==> config.mk <==
export PLATFORM = sky130hd
export DESIGN_NAME = keypad_scan_ctrl
export DESIGN_NICKNAME = d
export VERILOG_FILES = /design/src/rtl/keypad_pkg.sv /design/src/rtl/keypad_tick_gen.sv /design/src/rtl/keypad_scan_ctrl.sv
export SDC_FILE = /design/constraint.sdc
export NUM_CORES = 1
export LEC_CHECK = 0
export CORE_AREA = 5 5 72 74
export DETAILED_ROUTE_END_ITERATION = 10
export DIE_AREA = 0 0 77 79
export PLACE_DENSITY = 0.76
export SETUP_SLACK_MARGIN = 0.02
export SYNTH_ARGS = -nofsm -noshare
export SYNTH_HDL_FRONTEND = slang
export SYNTH_SLANG_ARGS = --single-unit
==> constraint.sdc <==
create_clock -name clk -period 2.1 [get_ports clk]
set_input_delay 0.42 -clock clk [delete_from_list [all_inputs] [get_ports clk]]
set_output_delay 0.42 -clock clk [all_outputs]
set_load 0.05 [all_outputs]
==> src/rtl/keypad_pkg.sv <==
// Shared types, row-drive constants and key decode helpers for the 4x4 keypad scanner.
package keypad_pkg;

    typedef enum logic [2:0] {
        SETTLE     = 3'd0,
        SAMPLE     = 3'd1,
        DB_PRESS   = 3'd2,
        ACCEPT     = 3'd3,
        DB_RELEASE = 3'd4
    } state_e;

    localparam logic [3:0] ROW0 = 4'b1110;
    localparam logic [3:0] ROW1 = 4'b1101;
    localparam logic [3:0] ROW2 = 4'b1011;
    localparam logic [3:0] ROW3 = 4'b0111;

    function automatic logic [3:0] row_drive(input logic [1:0] row_idx);
        logic [3:0] r;
        case (row_idx)
            2'd0:    r = ROW0;
            2'd1:    r = ROW1;
            2'd2:    r = ROW2;
            default: r = ROW3;
        endcase
        return r;
    endfunction

    function automatic logic onehot4(input logic [3:0] col);
        return (col != 4'b0000) && ((col & (col - 4'd1)) == 4'b0000);
    endfunction

    function automatic logic [1:0] col_index(input logic [3:0] col);
        logic [1:0] c;
        if (col[0])      c = 2'd0;
        else if (col[1]) c = 2'd1;
        else if (col[2]) c = 2'd2;
        else             c = 2'd3;
        return c;
    endfunction

    // Row 3 follows the physical legend F 0 E D, not hex order.
    function automatic logic [3:0] keymap(input logic [1:0] row_idx, input logic [3:0] col);
        logic [3:0] k;
        case ({row_idx, col_index(col)})
            4'h0: k = 4'h1;  4'h1: k = 4'h2;  4'h2: k = 4'h3;  4'h3: k = 4'hA;
            4'h4: k = 4'h4;  4'h5: k = 4'h5;  4'h6: k = 4'h6;  4'h7: k = 4'hB;
            4'h8: k = 4'h7;  4'h9: k = 4'h8;  4'hA: k = 4'h9;  4'hB: k = 4'hC;
            4'hC: k = 4'hF;  4'hD: k = 4'h0;  4'hE: k = 4'hE;  default: k = 4'hD;
        endcase
        return k;
    endfunction

endpackage

==> src/rtl/keypad_tick_gen.sv <==
// Scan tick divider: one-clk tick pulse every TICK_DIV clocks.
module keypad_tick_gen #(
    parameter int unsigned TICK_DIV = 24000
) (
    input  logic clk,
    input  logic reset,
    output logic tick
);

    localparam int unsigned CW = $clog2(TICK_DIV);

    logic [CW-1:0] cnt_q;
    logic          tick_q;

    always_ff @(posedge clk or negedge reset) begin
        if (!reset) begin
            cnt_q  <= '0;
            tick_q <= 1'b0;
        end else if (cnt_q == CW'(TICK_DIV - 1)) begin
            cnt_q  <= '0;
            tick_q <= 1'b1;
        end else begin
            cnt_q  <= cnt_q + CW'(1);
            tick_q <= 1'b0;
        end
    end

    assign tick = tick_q;

endmodule

==> src/rtl/keypad_scan_ctrl.sv <==
// Row scan, press/release debounce and two-digit shift register for the 4x4 keypad.
module keypad_scan_ctrl
    import keypad_pkg::*;
#(
    parameter int unsigned TICK_DIV     = 24000,
    parameter int unsigned SETTLE_TICKS = 2,
    parameter int unsigned DB_TICKS     = 10
) (
    input  logic       clk,
    input  logic       reset,
    input  logic [3:0] col_sync,
    output logic [3:0] r_sel,
    output logic       key_valid,
    output logic [3:0] key_code,
    output logic       key_held,
    output logic [3:0] right_out,
    output logic [3:0] left_out
);

    localparam int unsigned SW = $clog2(SETTLE_TICKS + 1);
    localparam int unsigned DW = $clog2(DB_TICKS + 1);

    logic tick;

    keypad_tick_gen #(.TICK_DIV(TICK_DIV)) u_tick (
        .clk   (clk),
        .reset (reset),
        .tick  (tick)
    );

    state_e        state_q,     state_d;
    logic [1:0]    row_q,       row_d;
    logic [SW-1:0] set_cnt_q,   set_cnt_d;
    logic [DW-1:0] db_cnt_q,    db_cnt_d;
    logic [3:0]    cap_col_q,   cap_col_d;
    logic [3:0]    r_sel_q,     r_sel_d;
    logic          key_valid_q, key_valid_d;
    logic [3:0]    key_code_q,  key_code_d;
    logic          key_held_q,  key_held_d;
    logic [3:0]    right_q,     right_d;
    logic [3:0]    left_q,      left_d;

    always_ff @(posedge clk or negedge reset) begin
        if (!reset) begin
            state_q     <= SETTLE;
            row_q       <= 2'd0;
            set_cnt_q   <= '0;
            db_cnt_q    <= '0;
            cap_col_q   <= 4'b0000;
            r_sel_q     <= ROW0;
            key_valid_q <= 1'b0;
            key_code_q  <= 4'h0;
            key_held_q  <= 1'b0;
            right_q     <= 4'h0;
            left_q      <= 4'h0;
        end else begin
            state_q     <= state_d;
            row_q       <= row_d;
            set_cnt_q   <= set_cnt_d;
            db_cnt_q    <= db_cnt_d;
            cap_col_q   <= cap_col_d;
            r_sel_q     <= r_sel_d;
            key_valid_q <= key_valid_d;
            key_code_q  <= key_code_d;
            key_held_q  <= key_held_d;
            right_q     <= right_d;
            left_q      <= left_d;
        end
    end

    always_comb begin
        state_d     = state_q;
        row_d       = row_q;
        set_cnt_d   = set_cnt_q;
        db_cnt_d    = db_cnt_q;
        cap_col_d   = cap_col_q;
        key_valid_d = 1'b0;
        key_code_d  = key_code_q;
        key_held_d  = key_held_q;
        right_d     = right_q;
        left_d      = left_q;

        case (state_q)
            SETTLE: begin
                if (tick) begin
                    if (set_cnt_q == SW'(SETTLE_TICKS - 1)) begin
                        set_cnt_d = '0;
                        state_d   = SAMPLE;
                    end else begin
                        set_cnt_d = set_cnt_q + SW'(1);
                    end
                end
            end
            SAMPLE: begin
                if (tick) begin
                    if (onehot4(col_sync)) begin
                        cap_col_d = col_sync;
                        db_cnt_d  = '0;
                        state_d   = DB_PRESS;
                    end else begin
                        row_d   = row_q + 2'd1;
                        state_d = SETTLE;
                    end
                end
            end
            DB_PRESS: begin
                if (tick) begin
                    if (col_sync == cap_col_q) begin
                        if (db_cnt_q == DW'(DB_TICKS - 1)) begin
                            db_cnt_d = '0;
                            state_d  = ACCEPT;
                        end else begin
                            db_cnt_d = db_cnt_q + DW'(1);
                        end
                    end else begin
                        // Bounce: abandon this press and resume scanning.
                        db_cnt_d = '0;
                        row_d    = row_q + 2'd1;
                        state_d  = SETTLE;
                    end
                end
            end
            ACCEPT: begin
                key_valid_d = 1'b1;
                key_code_d  = keymap(row_q, cap_col_q);
                key_held_d  = 1'b1;
                left_d      = right_q;
                right_d     = key_code_d;
                db_cnt_d    = '0;
                state_d     = DB_RELEASE;
            end
            DB_RELEASE: begin
                // Any nonzero column, including a second key, restarts the release count.
                if (tick) begin
                    if (col_sync == 4'b0000) begin
                        if (db_cnt_q == DW'(DB_TICKS - 1)) begin
                            db_cnt_d   = '0;
                            key_held_d = 1'b0;
                            row_d      = row_q + 2'd1;
                            state_d    = SETTLE;
                        end else begin
                            db_cnt_d = db_cnt_q + DW'(1);
                        end
                    end else begin
                        db_cnt_d = '0;
                    end
                end
            end
            default: begin
                state_d = SETTLE;
            end
        endcase

        r_sel_d = row_drive(row_d);
    end

    assign r_sel     = r_sel_q;
    assign key_valid = key_valid_q;
    assign key_code  = key_code_q;
    assign key_held  = key_held_q;
    assign right_out = right_q;
    assign left_out  = left_q;

endmodule

==> results.json, run 1 <==
{
  "outcome": "completed",
  "synth_top_family_by_area": "simple AND/OR/NAND/NOR gates",
  "cts_sinks": 45,
  "ant_nets": 0,
  "worst_path_max_delay_cell": "clkdlybuf4s50_1",
  "fin_nets": 281,
  "avgSynthCellArea_um2": 10.08,
  "synth_cells": 236,
  "cts.clk_slew.worst_paths_ns": 0.09,
  "cp_max_fo": 1,
  "ys_warn_count": 0,
  "io_buffers": 23,
  "fin_area_um2": 2836,
  "insertion_delay_ns": 0.30,
  "critPathTopFamily": "buffers and inverters",
  "drc_errors": 0,
  "synth_fa_ha_area_share_pct": 3.682,
  "synthMuxAreaShare_pct": 4.208,
  "area_growth_pct": 19.25,
  "cp_data_arrival_time_ns": 1.62,
  "core_um2": 4536,
  "grt_pass1_wl_um": 7721,
  "grt_pass1_vias": 1684,
  "grt_usage_pct": 15.43,
  "power.density_nw_per_um2": 537.5,
  "synth_xor_area_share_pct": 6.628,
  "crit_buf_inv": 1,
  "rr_worst_depth": 7,
  "vias": 1735,
  "critPathLaunchType": "register",
  "p_clk_share_pct": 35.3,
  "synth_enable_flop_cells": 0,
  "fin_skew_ns": 0.005694,
  "synth_simple_gate_area_share_pct": 21.04,
  "reg2reg_slack_ns": 0.18,
  "endpoint_kind": "output pin",
  "synth.distinct_cells": 52,
  "grt_max_degree": 46,
  "fmax_mhz": 491.3,
  "worst_pin_slew_ns": 0.5583,
  "yosysMostFrequentCell": "dfrtp_1",
  "syn_nets": 249,
  "yosys.area.top_type": "dfrtp_1",
  "rsz0062_at_grt": "true",
  "diodes": 0,
  "grt-ovfl-total": 0,
  "tns_ns": 0,
  "maxCapViolCount": 0,
  "firstDrtPassIters": 4,
  "p_int_mw": 1.151,
  "die_width_um": 77,
  "die_area_um2": 6083,
  "critPathKind": "register to output pin",
  "pin_count": 24,
  "via_per_inst": 5.372,
  "final_core_util_pct": 62.54,
  "die_h_um": 79,
  "wl_per_cell_um": 13.48,
  "seqPwrFrac_pct": 57.7,
  "hold_viol": 0,
  "synthTopCellsByCount": "42 x dfrtp_1, 28 x nand2_1, 22 x nor2_1",
  "start_util_pct": 52.44,
  "numCtsBuffers": 5,
  "cts_root_buffer": "clkbuf_8",
  "place_hpwl_um": 3052,
  "worstPathCellList": "clkdlybuf4s50_1",
  "synth_top_area_share_pct": 44.19,
  "cp_num_cells": 1,
  "reg2reg_to": "state_q[0]",
  "slew_violations": 0,
  "peakVddDrop_uv": 294.1,
  "ys_seq_area_share_pct": 47.50,
  "swShare_pct": 24.50,
  "hold_buffers": 0,
  "drt-initial-drc-count": 150,
  "cts_tree": "done",
  "slew_headroom_pct": 62.78,
  "switching_power_mw": 0.3735,
  "h-tree-depth": 2,
  "placed_area_um2": 2686,
  "pwr-share-comb_pct": 6.9,
  "antenna_found_initial": 0,
  "fin_crit_ns": 2.035,
  "syn_area_um2": 2379,
  "finalCritPeriodShare_pct": 96.93,
  "worstHoldPathType": "input port to asynchronous set/reset pin",
  "ys_ff_latch": 45,
  "clock_tree.buffer_depth": 2,
  "async_flop_share_pct": 100.0,
  "place_congestion": 0.8172,
  "yosys_most_used_dff": "dfrtp_1",
  "crit_required_ns": 1.68,
  "ys_top_cells_by_area": "dfrtp_1 44%, xor2_1 5.2%, nand2_1 4.4%",
  "synth_compound_area_share_pct": 12.05,
  "setup_viol": 0,
  "worst_path_largest_cell_delay_ns": 0.79,
  "drive_gt1_share_pct": 20.07,
  "wl_um": 4355,
  "reg2reg_from": "cap_col_q[0]",
  "leakagePower_nw": 1.312,
  "row_count": 25
}
[flip-flops by register name (all words and copies together) (netlist names)]
register / cells
db_cnt_q: 4
cap_col_q: 4
u_tick.cnt_q: 15
state_q: 3
key_held: 1
row_q: 2
set_cnt_q: 2
left_out: 4
key_valid: 1
u_tick.tick: 1
r_sel: 4
right_out: 4
[worst register-to-register path: stages (launching register included)]
cell	delay, ns
dfrtp_1	0.46
xor2_1	0.26
nor4_4	0.06
buf_4	0.16
a31o_2	0.19
a221o_1	0.38
nor4_2	0.23
a21o_1	0.10
[worst max path at each step]
stage                      from            to  slack, ns
finish                 r_sel[1]      r_sel[1]       0.06
global route        col_sync[3]   db_cnt_q[0]      -0.02
CTS                    r_sel[1]      r_sel[1]       0.05
detailed placement  col_sync[3]  cap_col_q[2]      -0.52
global placement    col_sync[3]  cap_col_q[3]      -0.44
floorplan           col_sync[1]   db_cnt_q[2]       0.13
[routing by layer]
metal / share of wire, % / wire (µm) / GRT usage [%]
met2: 48 / 2071 / 25.98
met1: 47 / 2026 / 20.25
met5: 0 / 0 / 0
met4: 1.5 / 64 / 3.608
met3: 4.4 / 192 / 3.628
[layout make-up]
type | instances | area (µm²)
inverters | 11 | 41.29
clock buffers | 5 | 68.82
flip-flops and latches | 45 | 1130
clock inverters | 3 | 21.27
repair buffers | 37 | 327.8
fillers | 385 | 1699
multi-input cells | 168 | 1180
well taps | 54 | 67.56
[power groups by stage]
stage	combinational, mW	clock [mW]	sequential [mW]
global placement	0.0976	0	0.897
detailed placement	0.0999	0	0.897
global route	0.118	0.603	0.882
CTS	0.101	0.556	0.880
floorplan	0.0487	0	0.899
finish	0.106	0.538	0.880
[through the flow]
stage          hold WS [ns]  cells  power, mW  setup slack (ns)
6_report             0.1906    323      1.525           0.06455
2_1_floorplan        0.1244    236     0.9474            0.1311
4_1_cts              0.2112    321      1.537           0.05016
3_5_place_dp         0.4791    313     0.9973           -0.5173
3_3_place_gp         0.4570    313     0.9945           -0.4362
5_1_grt              0.2407    323      1.603          -0.01647
[layout by cell type (no fill, tap or decap), types with 2 or more instances in the layout]
cell              n
nand3_1           9
nand2_1          28
o21ai_0           7
nand2b_1          2
buf_4            14
a21boi_0          3
mux2_2            8
dlygate4sd2_1     2
a2bb2oi_2         2
xnor2_1           4
inv_1            11
nand4_1           3
o21ai_1           3
a21o_1            4
and3_1            2
nor4b_2           3
clkdlybuf4s15_1   2
nor2_1           22
dfrtp_1          42
o21bai_1          2
nor2b_1           7
ha_1              7
nor3_1            5
a21oi_1           3
clkdlybuf4s50_1  18
o21ai_2           2
xor2_1           14
dfstp_2           3
clkbuf_8          5
[cell families after synthesis]
family                   Yosys count
buffers and inverters             23
flip-flops                        45
adder cells (fa/ha/maj)            7
multiplexers                       9
XOR/XNOR                          18
AND/OR/NAND/NOR                   95
AO/OA/AOI/OAI                     39
[repair_timing]
action / CTS / global route
setup endpoints to repair: 15 / 8
gates cloned: 0 / 0
gates resized for setup: 9 / 6
hold endpoints to repair: 0 / 0
buffers inserted: 0 / 2
pin swaps: 1 / 4
Note: power is estimated with default switching activity, not from simulation.
==> inputs of run 2 (changes only) <==
Settings changed: PLACE_DENSITY 0.76 to 0.78, SYNTH_HIERARCHICAL set to 1.
==> run 2 against run 1 <==
Net effect:
- hold slack worse by 0.0047 ns
- combinational power down 41%
- via count up 3.6%
- total power down 5.5%
- sequential cell count unchanged
- sequential power down 1%
- register-to-register slack about the same
- final cell count up 3.7%
- die area unchanged
- setup slack better by 0.011 ns
- fmax up 0.57%
- critical endpoint unchanged
- largest cell class unchanged
- largest power group unchanged
- highest routed layer unchanged
==> results.json, run 2 <==
{
  "critPathKind": "register to output pin",
  "synth_simple_gate_area_share_pct": 24.63,
  "fmax_mhz": 494.1,
  "die_h_um": 79,
  "vias": 1798,
  "ys_warn_count": 6,
  "synth_fa_ha_area_share_pct": 3.468,
  "largest_reg_flops": 15,
  "clock_tree.buffer_depth": 2,
  "grt_pass1_wl_um": 8321,
  "whs_ns": 0.1859,
  "fin_cells": 335,
  "worst_path_max_delay_cell": "clkdlybuf4s50_1",
  "cts.clk_slew.worst_paths_ns": 0.08,
  "firstDrtPassIters": 4,
  "grt_max_degree": 46,
  "diodes": 0,
  "avgSynthCellArea_um2": 9.737,
  "post_cts_buffers": 0,
  "grt_usage_pct": 16.67,
  "hold_viol": 0,
  "ys_ff_latch": 45,
  "synthTopCellsByCount": "42 x dfrtp_1, 35 x nand2_1, 21 x nor2_1",
  "worst_pin_slew_ns": 0.5522,
  "ys_top_cells_by_area": "dfrtp_1 43%, nand2_1 5.4%, xor2_1 3.9%",
  "cts_root_buffer": "clkbuf_8",
  "layout_commonest_cell": "dfrtp_1",
  "cts_tree": "done",
  "syn_nets": 264,
  "critPathLaunchType": "register",
  "synthMuxAreaShare_pct": 2.652,
  "h-tree-depth": 2,
  "die_width_um": 77,
  "fin_skew_ns": 0.003522,
  "yosys.area.top_type": "dfrtp_1",
  "pin_count": 24,
  "leakagePower_nw": 1.281,
  "cp_data_arrival_time_ns": 1.60,
  "critPathTopFamily": "buffers and inverters",
  "reg2reg_from": "state_q[2]",
  "drive_gt1_share_pct": 14.95,
  "reg2reg_to": "r_sel[1]",
  "insertion_delay_ns": 0.29,
  "antenna_found_initial": 0,
  "wl_um": 4580,
  "fillers": 397,
  "io_buffers": 23,
  "grt-ovfl-total": 0,
  "slew_headroom_pct": 63.18,
  "top_register": "u_tick/cnt_q",
  "synth_top_area_share_pct": 42.84,
  "worstPathCellList": "clkdlybuf4s50_1",
  "synth_enable_flop_cells": 0,
  "synth_top_family_by_area": "simple AND/OR/NAND/NOR gates",
  "place_congestion": 0.7879,
  "synth_compound_area_share_pct": 10.96,
  "yosysMostFrequentCell": "dfrtp_1",
  "most-common-layout-cells": "42 x dfrtp_1, 35 x nand2_1, 21 x nor2_1",
  "synth_xor_area_share_pct": 6.782,
  "cp_max_fo": 1,
  "worstHoldPathType": "input port to asynchronous set/reset pin",
  "async_flop_share_pct": 100.0,
  "crit_buf_inv": 1,
  "fin_crit_ns": 2.024,
  "synth.distinct_cells": 56,
  "cp-endpoint": "r_sel[1]",
  "numCtsBuffers": 5,
  "finalCritPeriodShare_pct": 96.38,
  "cts_resized": 4,
  "reg2reg_slack_ns": 0.17,
  "rsz0062_at_grt": "false",
  "rr_worst_depth": 6,
  "dp.cells": 327,
  "ant_nets": 0,
  "die_area_um2": 6083,
  "place_hpwl_um": 3340,
  "synth_cells": 252,
  "endpoint_kind": "output pin",
  "yosys_most_used_dff": "dfrtp_1",
  "start_util_pct": 54.10,
  "area_growth_pct": 15.30,
  "cts_sinks": 45,
  "wl_per_cell_um": 13.67,
  "setup_viol": 0,
  "slew_violations": 0,
  "syn_area_um2": 2454,
  "fin_nets": 292,
  "core_um2": 4536,
  "worst_path_largest_cell_delay_ns": 0.79,
  "critPathLaunch": "r_sel[1]",
  "power.density_nw_per_um2": 509.4,
  "grt_pass1_vias": 1775,
  "outcome": "completed",
  "peakVddDrop_uv": 262.1,
  "hold_buffers": 0,
  "drt-initial-drc-count": 90,
  "ys_seq_area_share_pct": 46.05,
  "via_per_inst": 5.367,
  "cp_num_cells": 1,
  "row_count": 25,
  "drc_errors": 0,
  "maxCapViolCount": 0,
  "crit_required_ns": 1.68
}
[run 2: cell type report]
cell class / count / area [µm²] / share of cell area (%)
sequential: 45 / 1130 / 39.94
inverter: 9 / 33.78 / 1.194
multi-input combinational: 182 / 1190 / 42.06
tap: 54 / 67.56 / 2.388
clock buffer: 6 / 72.57 / 2.565
clock inverter: 2 / 10.01 / 0.3538
timing repair buffer: 37 / 325.3 / 11.50
[run 2: kinds of logic after synthesis]
logic type,Yosys count
buffers and inverters,25
muxes,6
xor gates and xnor gates,19
and+or+nand+nor,112
AOI/OAI and AO/OA,38
adders and majority gates,7
DFF,45
[run 2: worst min-delay path by stage]
| stage | start | endpoint | slack [ns] |
|---|---|---|---|
| after CTS | reset | row_q[0] | 0.21 |
| after global routing | reset | left_out[1] | 0.25 |
| after floorplan | reset | cap_col_q[0] | 0.12 |
| after global placement | left_out[3] | left_out[3] | 0.46 |
| after detailed placement | left_out[0] | left_out[0] | 0.46 |
| final | reset | left_out[0] | 0.19 |
[run 2: where the power goes]
part / leakage (nW) / switching (mW) / internal [mW] / total, mW
clock: 0.0450 / 0.278 / 0.231 / 0.508
combinational: 0.653 / 0.0382 / 0.0247 / 0.0629
sequential: 0.583 / 0.00200 / 0.868 / 0.870
total: 1.28 / 0.318 / 1.12 / 1.44
[run 2: per-layer routing]
| layer | global-route usage (%) | vias up | wire length [µm] |
|---|---|---|---|
| met5 | 0 | - | 0 |
| li1 | - | 916 | - |
| met1 | 21.57 | 857 | 2185 |
| met4 | 5.498 | 0 | 61 |
| met2 | 28.27 | 21 | 2205 |
| met3 | 3.061 | 4 | 128 |
[run 2: stage by stage]
step                worst slack, ns  setup TNS [ns]  util, %  power (mW)  instance area (µm²)
detailed placement          -0.3515          -5.030    60.66      0.9537                 2751
CTS                         0.05404               0    62.37       1.470                 2829
global route                0.04021               0    62.37       1.505                 2829
global placement            -0.3422          -4.671    60.66      0.9530                 2751
floorplan                    0.2953               0        -      0.9069                 2454
finish                      0.07598               0    62.37       1.441                 2829
